### src/rtl/logic_op_arbiter.sv
// rtl/logic_op_arbiter.sv - round-robin shared AND/OR/XOR/NOT unit for two requesters
module logic_op_arbiter #(
    parameter int W    = 4,
    parameter int ZW   = 2 * W,
    parameter int CNTW = 8
) (
    input  logic            clk,
    input  logic            rst_n,
    input  logic            req0,
    input  logic [1:0]      op0,
    input  logic [W-1:0]    x0,
    input  logic [W-1:0]    y0,
    input  logic [ZW-1:0]   z0,
    input  logic            req1,
    input  logic [1:0]      op1,
    input  logic [W-1:0]    x1,
    input  logic [W-1:0]    y1,
    input  logic [ZW-1:0]   z1,
    output logic            ack0,
    output logic            ack1,
    output logic            busy,
    output logic [ZW-1:0]   res,
    output logic            res_valid,
    output logic            res_id,
    output logic [CNTW-1:0] op_count
);

    typedef enum logic [1:0] {
        IDLE = 2'd0,
        EXEC = 2'd1,
        DONE = 2'd2
    } state_t;

    state_t          state_q, state_d;
    logic            gnt_id_q, gnt_id_d;
    logic            last_id_q, last_id_d;
    logic [1:0]      op_q, op_d;
    logic [W-1:0]    x_q, x_d;
    logic [W-1:0]    y_q, y_d;
    logic [ZW-1:0]   z_q, z_d;
    logic            ack0_q, ack0_d;
    logic            ack1_q, ack1_d;
    logic            busy_q, busy_d;
    logic [ZW-1:0]   res_q, res_d;
    logic            res_valid_q, res_valid_d;
    logic            res_id_q, res_id_d;
    logic [CNTW-1:0] cnt_q, cnt_d;
    logic            win;

    always_ff @(posedge clk or negedge rst_n) begin
        if (!rst_n) begin
            state_q     <= IDLE;
            gnt_id_q    <= 1'b0;
            last_id_q   <= 1'b1;
            op_q        <= 2'b00;
            x_q         <= '0;
            y_q         <= '0;
            z_q         <= '0;
            ack0_q      <= 1'b0;
            ack1_q      <= 1'b0;
            busy_q      <= 1'b0;
            res_q       <= '0;
            res_valid_q <= 1'b0;
            res_id_q    <= 1'b0;
            cnt_q       <= '0;
        end else begin
            state_q     <= state_d;
            gnt_id_q    <= gnt_id_d;
            last_id_q   <= last_id_d;
            op_q        <= op_d;
            x_q         <= x_d;
            y_q         <= y_d;
            z_q         <= z_d;
            ack0_q      <= ack0_d;
            ack1_q      <= ack1_d;
            busy_q      <= busy_d;
            res_q       <= res_d;
            res_valid_q <= res_valid_d;
            res_id_q    <= res_id_d;
            cnt_q       <= cnt_d;
        end
    end

    always_comb begin
        state_d     = state_q;
        gnt_id_d    = gnt_id_q;
        last_id_d   = last_id_q;
        op_d        = op_q;
        x_d         = x_q;
        y_d         = y_q;
        z_d         = z_q;
        ack0_d      = 1'b0;
        ack1_d      = 1'b0;
        busy_d      = 1'b0;
        res_d       = res_q;
        res_valid_d = 1'b0;
        res_id_d    = res_id_q;
        cnt_d       = cnt_q;
        win         = 1'b0;

        // Outputs are registered, so each is set on the edge entering the state that shows it.
        case (state_q)
            IDLE: begin
                if (req0 || req1) begin
                    win       = (req0 && req1) ? ~last_id_q : req1;
                    state_d   = EXEC;
                    gnt_id_d  = win;
                    last_id_d = win;
                    op_d      = win ? op1 : op0;
                    x_d       = win ? x1 : x0;
                    y_d       = win ? y1 : y0;
                    z_d       = win ? z1 : z0;
                    ack0_d    = ~win;
                    ack1_d    = win;
                    busy_d    = 1'b1;
                end
            end
            EXEC: begin
                state_d     = DONE;
                busy_d      = 1'b1;
                res_valid_d = 1'b1;
                res_id_d    = gnt_id_q;
                case (op_q)
                    2'b00:   res_d = {{(ZW-W){1'b0}}, x_q & y_q};
                    2'b01:   res_d = {{(ZW-W){1'b0}}, x_q | y_q};
                    2'b10:   res_d = {{(ZW-W){1'b0}}, x_q ^ y_q};
                    default: res_d = ~z_q;
                endcase
            end
            DONE: begin
                state_d = IDLE;
                cnt_d   = cnt_q + {{(CNTW-1){1'b0}}, 1'b1};
            end
            default: state_d = IDLE;
        endcase
    end

    assign ack0      = ack0_q;
    assign ack1      = ack1_q;
    assign busy      = busy_q;
    assign res       = res_q;
    assign res_valid = res_valid_q;
    assign res_id    = res_id_q;
    assign op_count  = cnt_q;

endmodule

### config.mk
export PLATFORM = sky130hd
export DESIGN_NAME = logic_op_arbiter
export DESIGN_NICKNAME = d
export VERILOG_FILES = /design/src/rtl/logic_op_arbiter.sv
export SDC_FILE = /design/constraint.sdc
export NUM_CORES = 1
export LEC_CHECK = 0
export CAP_MARGIN = 5
export CORE_MARGIN = 1.5
export CORE_UTILIZATION = 50
export CTS_CLUSTER_DIAMETER = 80
export DETAILED_ROUTE_END_ITERATION = 8
export PLACE_DENSITY = 0.84
export SYNTH_ARGS = -nofsm -noshare
export SYNTH_HDL_FRONTEND = slang
export SYNTH_SLANG_ARGS = --single-unit
### constraint.sdc
create_clock -name clk -period 4.4 [get_ports clk]
set_input_delay 0.88 -clock clk [delete_from_list [all_inputs] [get_ports clk]]
set_output_delay 0.88 -clock clk [all_outputs]
set_load 0.05 [all_outputs]
==> results of run 1 <==
-- cell usage in the layout (no fill, tap or decap), drive strengths merged --
cell type	synthesis	routed
o21ai	23	23
a221o	9	9
clkinv	0	1
a31oi	3	3
dfstp	1	1
nor2	9	9
buf	5	1
ha	9	9
o211ai	3	3
nor2b	1	1
a211o	3	3
and3	1	1
inv	22	22
a21bo	1	1
nand2b	1	1
mux2i	9	9
and4b	1	1
nand3	1	1
nor3	10	10
dfrtp	42	42
a21o	2	2
or2	2	2
xor2	1	1
mux4	1	1
clkinvlp	0	1
nor3b	1	1
nand4	4	4
clkbuf	5	6
nand2	13	13
xnor2	6	6
mux2	1	1
clkdlybuf4s50	0	59
-- cells in the mapped netlist --
master	n
mux2i_1	9
a221o_1	9
nand2b_1	1
o21ai_0	23
clkbuf_1	5
nor2b_1	1
dfstp_2	1
inv_2	1
mux2_2	1
xor2_1	1
a21bo_2	1
buf_6	2
nor2_1	9
ha_1	9
nand4_1	4
or2_4	2
a31oi_1	3
buf_4	1
inv_1	21
a21o_1	2
o211ai_1	3
nor3b_4	1
and4b_1	1
xnor2_1	6
and3_1	1
dfrtp_1	42
nand2_1	13
buf_2	2
nand3_1	1
nor3_1	10
mux4_2	1
a211o_1	3
-- where the power goes --
| group | total [mW] | switching [mW] | internal, mW |
|---|---|---|---|
| Clock | 0.245 | 0.134 | 0.111 |
| Combinational | 0.925 | 0.554 | 0.371 |
| Sequential | 0.727 | 0.152 | 0.575 |
-- layer usage --
| layer | GRT usage, % | vias up | part of all wire (%) | routed length (µm) |
|---|---|---|---|---|
| li1 | - | 777 | - | - |
| met1 | 25.2 | 751 | 43 | 1730 |
| met2 | 33.8 | 44 | 50 | 2020 |
| met3 | 6.08 | 5 | 5.0 | 199 |
| met4 | 6.12 | 0 | 1.3 | 54 |
| met5 | 0 | - | 0 | 0 |
-- kinds of logic after synthesis --
logic type / count (synthesis) / synth area share (%)
fa+ha+maj: 9 / 5.51
buf+inv: 32 / 6.92
flops: 43 / 52.8
simple gates: 44 / 11.2
compound gates: 44 / 14.6
mux: 11 / 6.07
xor+xnor: 7 / 3.00
-- flip-flops by register name (all words and copies together), names as in the netlist --
name and flops:
ack0 1, ack1 1, busy 1, gnt_id_q 1, last_id_q 1, op_count 8, op_q 2, res 8
res_id 1, res_valid 1, state_q 2, x_q 4, y_q 4, z_q 8
-- final cells by class --
class / count / area [µm²] / share of cell area [%]
clock buffers: 6 / 72.6 / 2.66
flip-flops and latches: 43 / 1080 / 39.5
well taps: 50 / 62.6 / 2.29
inverters: 22 / 82.6 / 3.03
clock inverters: 2 / 12.5 / 0.459
repair buffers: 60 / 596 / 21.8
multi-input cells: 115 / 823 / 30.2
-- worst max path at each step --
stage	to	depth (start not counted)	start	slack, ps
floorplan	op_q[0]	5	req1	2600
global placement	z_q[5]	4	req1	1770
detailed placement	y_q[1]	4	req1	1700
CTS	op_count[0]	1	op_count[0]	1910
global route	op_count[0]	1	op_count[0]	1850
finish	op_count[0]	1	op_count[0]	1920
-- per-stage QoR --
stage | cell area [µm²] | total power [mW] | utilization [%] | setup slack (ps) | hold WS (ps)
2_1_floorplan | 2040 | 1.38 | - | 2600 | 431
5_1_grt | 2730 | 2.04 | 68.7 | 1850 | 505
3_3_place_gp | 2640 | 1.63 | 66.5 | 1770 | 449
6_report | 2730 | 1.90 | 68.7 | 1920 | 461
4_1_cts | 2730 | 1.92 | 68.7 | 1910 | 467
3_5_place_dp | 2640 | 1.67 | 66.5 | 1700 | 458
==> results.py, run 1 <==
metrics = {
    "run_status": {
        "status": "finished, final reports clean",
    },
    "timing": {
        "rsz0062_at_grt": "no",
        "fin_crit_sh_pct": 56.3,
        "hold_viol_final": 0,
        "setup_viol": 0,
        "finalClockSkew_ps": 8.32,
        "clock.fmax_mhz": 404,
        "finalSetupTns_ps": 0,
        "relSlewSlack_pct": 38.0,
        "post-route-min-period_ps": 2480,
        "tightest_slew_ps": 930,
        "slew_viol_final": 0,
    },
    "clocking": {
        "cts_buffers": 5,
        "clkTransAtPathRegs_ps": 80,
        "clockBufferDepth": 2,
        "h-tree-depth": 2,
        "cts_setup_buffers": 0,
        "clock_sinks": 43,
        "cts_tree": "yes",
        "root_buffer": "clkbuf_8",
        "cts_resized": 0,
        "clk_latency_ps": 300,
        "cts_hold_buf": 0,
    },
    "power": {
        "power.ir.vdd_worst_uv": 344,
        "p_leak_nw": 1.25,
        "power.density_nw_per_um2": 696,
    },
    "synthesis": {
        "synth_seq_cells": 43,
        "syn-num-nets": 239,
        "ys_seq_area_share_pct": 52.8,
        "synth_cell_types": 32,
        "synth_top_area_cell": "dfrtp_1",
        "yosys-top-cells-area": "dfrtp_1, o21ai_0, ha_1, a221o_1, mux2i_1",
        "syn_area_per_cell_um2": 10.7,
        "synth_area_um2": 2040,
        "synth_top_cell_area_share_pct": 51.5,
        "ys_warn_count": 0,
        "syn_inst": 190,
    },
    "die": {
        "initial_core_util_pct": 51.4,
        "core_um2": 3970,
        "die_h_um": 66.9,
        "die-area_um2": 4480,
        "ios": 61,
        "rows": 23,
        "die_w_um": 66.9,
    },
    "global_routing": {
        "grt_pass1_wl_mm": 6.61,
        "gr-total-overflow": 0,
        "antenna_found_initial": 0,
        "track_usage_pct": 20.2,
        "grt_pass1_vias": 1451,
        "grt_max_degree": 44,
    },
    "setup_path": {
        "crit_arrival_ps": 1600,
        "setup.worst_path.end_class": "output pin",
        "cp_data_required_time_ps": 3520,
        "crit_path_start_kind": "flip-flop",
        "rrSetupSlack_ps": 2610,
        "timing.rr.start": "last_id_q",
        "path_cells": "clkdlybuf4s50_1",
        "critical_path_buf_inv_count": 1,
        "cpLargestDelayFamily": "buffers and inverters",
        "r2r_end": "y_q[1]",
        "r2r_cells": 3,
        "worstSetupPathType": "reg2out",
        "critPathMaxFanout": 6,
        "slowest_delay_ps": 840,
        "slowest_stage": "clkdlybuf4s50_1",
    },
    "placement": {
        "portBuffers": 60,
        "hpwl_mm": 2.91,
        "gp_congestion": 0.776,
        "dp_cells": 290,
    },
    "cells_and_area": {
        "diodes": 0,
        "area_growth_pct": 33.5,
        "drive_above_1_share_pct": 6.45,
        "nets": 296,
        "num-fill-cells": 328,
        "final_cells": 298,
    },
    "detailed_routing": {
        "drtAntennaViolNets": 0,
        "first_pass_iters": 4,
        "drc": 0,
        "drtIter0Drc": 96,
        "viasPerCell": 5.29,
        "vias": 1577,
        "finalWirelength_mm": 4.01,
        "wl_per_cell_um": 13.4,
    },
    "hold_path": {
        "hold_class": "reg2reg",
        "hold_start": "z_q[7]",
        "min_path_cells": 1,
        "hold_end": "res[7]",
    },
    "job": {
        "cap_violations": 0,
    },
}
(Power assumes the default switching activity.)
==> run 2: changes to the inputs <==
CORE_UTILIZATION = 42   (was 50)
PLACE_DENSITY = 0.75   (was 0.84)
clock period = 2.2 ns   (was 4.4 ns; I/O delays follow)
==> results.py, run 2 (synthesized netlist as in run 1, its figures left out) <==
metrics = {
    "clocking": {
        "clkTransAtPathRegs_ps": 80,
        "cts_hold_buf": 0,
        "cts_resized": 0,
        "root_buffer": "clkbuf_8",
        "cts_setup_buffers": 0,
        "h-tree-depth": 2,
        "clockBufferDepth": 2,
        "cts_tree": "yes",
        "clock_sinks": 43,
        "cts_buffers": 5,
        "clk_latency_ps": 300,
    },
    "cells_and_area": {
        "drive_above_1_share_pct": 8.33,
        "final_common_cell": "clkdlybuf4s50_1",
        "area_growth_pct": 36.8,
        "nets": 300,
        "diodes": 0,
        "utilization_pct": 59.5,
        "stdcell_area_um2": 2790,
        "final_cell_mix": "clkdlybuf4s50_1, dfrtp_1, o21ai_0",
    },
    "timing": {
        "fin_crit_sh_pct": 93.2,
        "finalClockSkew_ps": 6.13,
        "relSlewSlack_pct": 66.5,
        "post-route-min-period_ps": 2050,
        "hold_viol_final": 0,
        "finalSetupTns_ps": 0,
        "fin_ws_ps": 149,
        "clock.fmax_mhz": 488,
        "setup_viol": 0,
        "slew_viol_final": 0,
        "tightest_slew_ps": 501,
        "rsz0062_at_grt": "no",
    },
    "job": {
        "cap_violations": 0,
    },
    "detailed_routing": {
        "drtAntennaViolNets": 0,
        "drc": 0,
        "vias": 1562,
        "viasPerCell": 5.10,
        "drtIter0Drc": 55,
        "first_pass_iters": 4,
        "finalWirelength_mm": 4.13,
        "wl_per_cell_um": 13.5,
    },
    "die": {
        "die_w_um": 72.7,
        "rows": 25,
        "die-area_um2": 5290,
        "ios": 61,
        "core_um2": 4690,
        "die_h_um": 72.7,
        "initial_core_util_pct": 43.5,
    },
    "power": {
        "power.ir.vdd_worst_uv": 575,
        "p_total_mw": 3.95,
        "power.density_nw_per_um2": 1420,
        "p_leak_nw": 1.29,
    },
    "global_routing": {
        "gr-total-overflow": 0,
        "antenna_found_initial": 0,
        "grt_pass1_wl_mm": 6.99,
        "grt_pass1_vias": 1512,
        "grt_max_degree": 23,
        "track_usage_pct": 17.4,
    },
    "setup_path": {
        "r2r_end": "z_q[3]",
        "worstSetupPathType": "reg2out",
        "path_cells": "clkdlybuf4s50_1",
        "critPathMaxFanout": 6,
        "cp_data_required_time_ps": 1760,
        "crit_arrival_ps": 1610,
        "setup.worst_path.end_class": "output pin",
        "timing.rr.start": "state_q[0]",
        "slowest_stage": "clkdlybuf4s50_1",
        "cpLargestDelayFamily": "buffers and inverters",
        "rrSetupSlack_ps": 580,
        "r2r_cells": 3,
        "critical_path_buf_inv_count": 1,
        "critical_path_depth": 1,
        "slowest_delay_ps": 840,
        "crit_path_start_kind": "flip-flop",
    },
    "placement": {
        "dp_slack_ps": 245,
        "dpl_cell_area_um2": 2680,
        "gp_congestion": 0.797,
        "hpwl_mm": 3.06,
        "portBuffers": 60,
    },
    "hold_path": {
        "hold_class": "in2async",
    },
    "run_status": {
        "status": "finished, final reports clean",
    },
}
[run 2: cell types whose count changed in the layout (fill, tap and decap cells not counted), sizes merged]
cell      delta
buf          +4
bufinv       +1
clkinvlp     -1
[run 2: stage by stage]
stage	hold slack (ps)	std cells
global route	123	306
floorplan	144	190
finish	94.7	306
global placement	423	298
CTS	106	306
detailed placement	423	298
[run 2: worst max path at each step]
stage	from	end	slack, ps
global placement	req0	y_q[0]	330
floorplan	state_q[0]	y_q[0]	740
CTS	op_count[0]	op_count[0]	150
finish	op_count[0]	op_count[0]	150
global route	op_count[0]	op_count[0]	110
detailed placement	req0	z_q[5]	250
[run 2: area by class of cell]
cell class / instances / area, µm²
Fill cell: 430 / 1900
Sequential cell: 43 / 1080
Multi-Input combinational cell: 115 / 823
Timing Repair Buffer: 64 / 626
Clock buffer: 6 / 82.6
Inverter: 22 / 82.6
Tap cell: 54 / 67.6
Clock inverter: 2 / 35.0
[run 2: where the power goes]
| part | internal [mW] | switching, mW | leakage [nW] | total, mW |
|---|---|---|---|---|
| logic | 0.752 | 1.11 | 0.690 | 1.86 |
| clock network | 0.367 | 0.270 | 0.0612 | 0.637 |
| registers | 1.15 | 0.305 | 0.534 | 1.46 |
[run 2: layer usage]
| metal | vias to the layer above | GRT usage [%] | wire (µm) | share of wire (%) |
|---|---|---|---|---|
| met1 | 735 | 20.7 | 1760 | 43 |
| met4 | 0 | 4.40 | 28 | 0.68 |
| met5 | - | 0 | 0 | 0 |
| met2 | 45 | 30.8 | 2140 | 52 |
| li1 | 777 | - | - | - |
| met3 | 5 | 4.97 | 207 | 5.0 |
==> run 3: changes to the inputs <==
CTS_CLUSTER_SIZE = 16   (was unset)
==> results of run 3 <==
The final DEF is identical to that of run 2; final timing and power are the same.
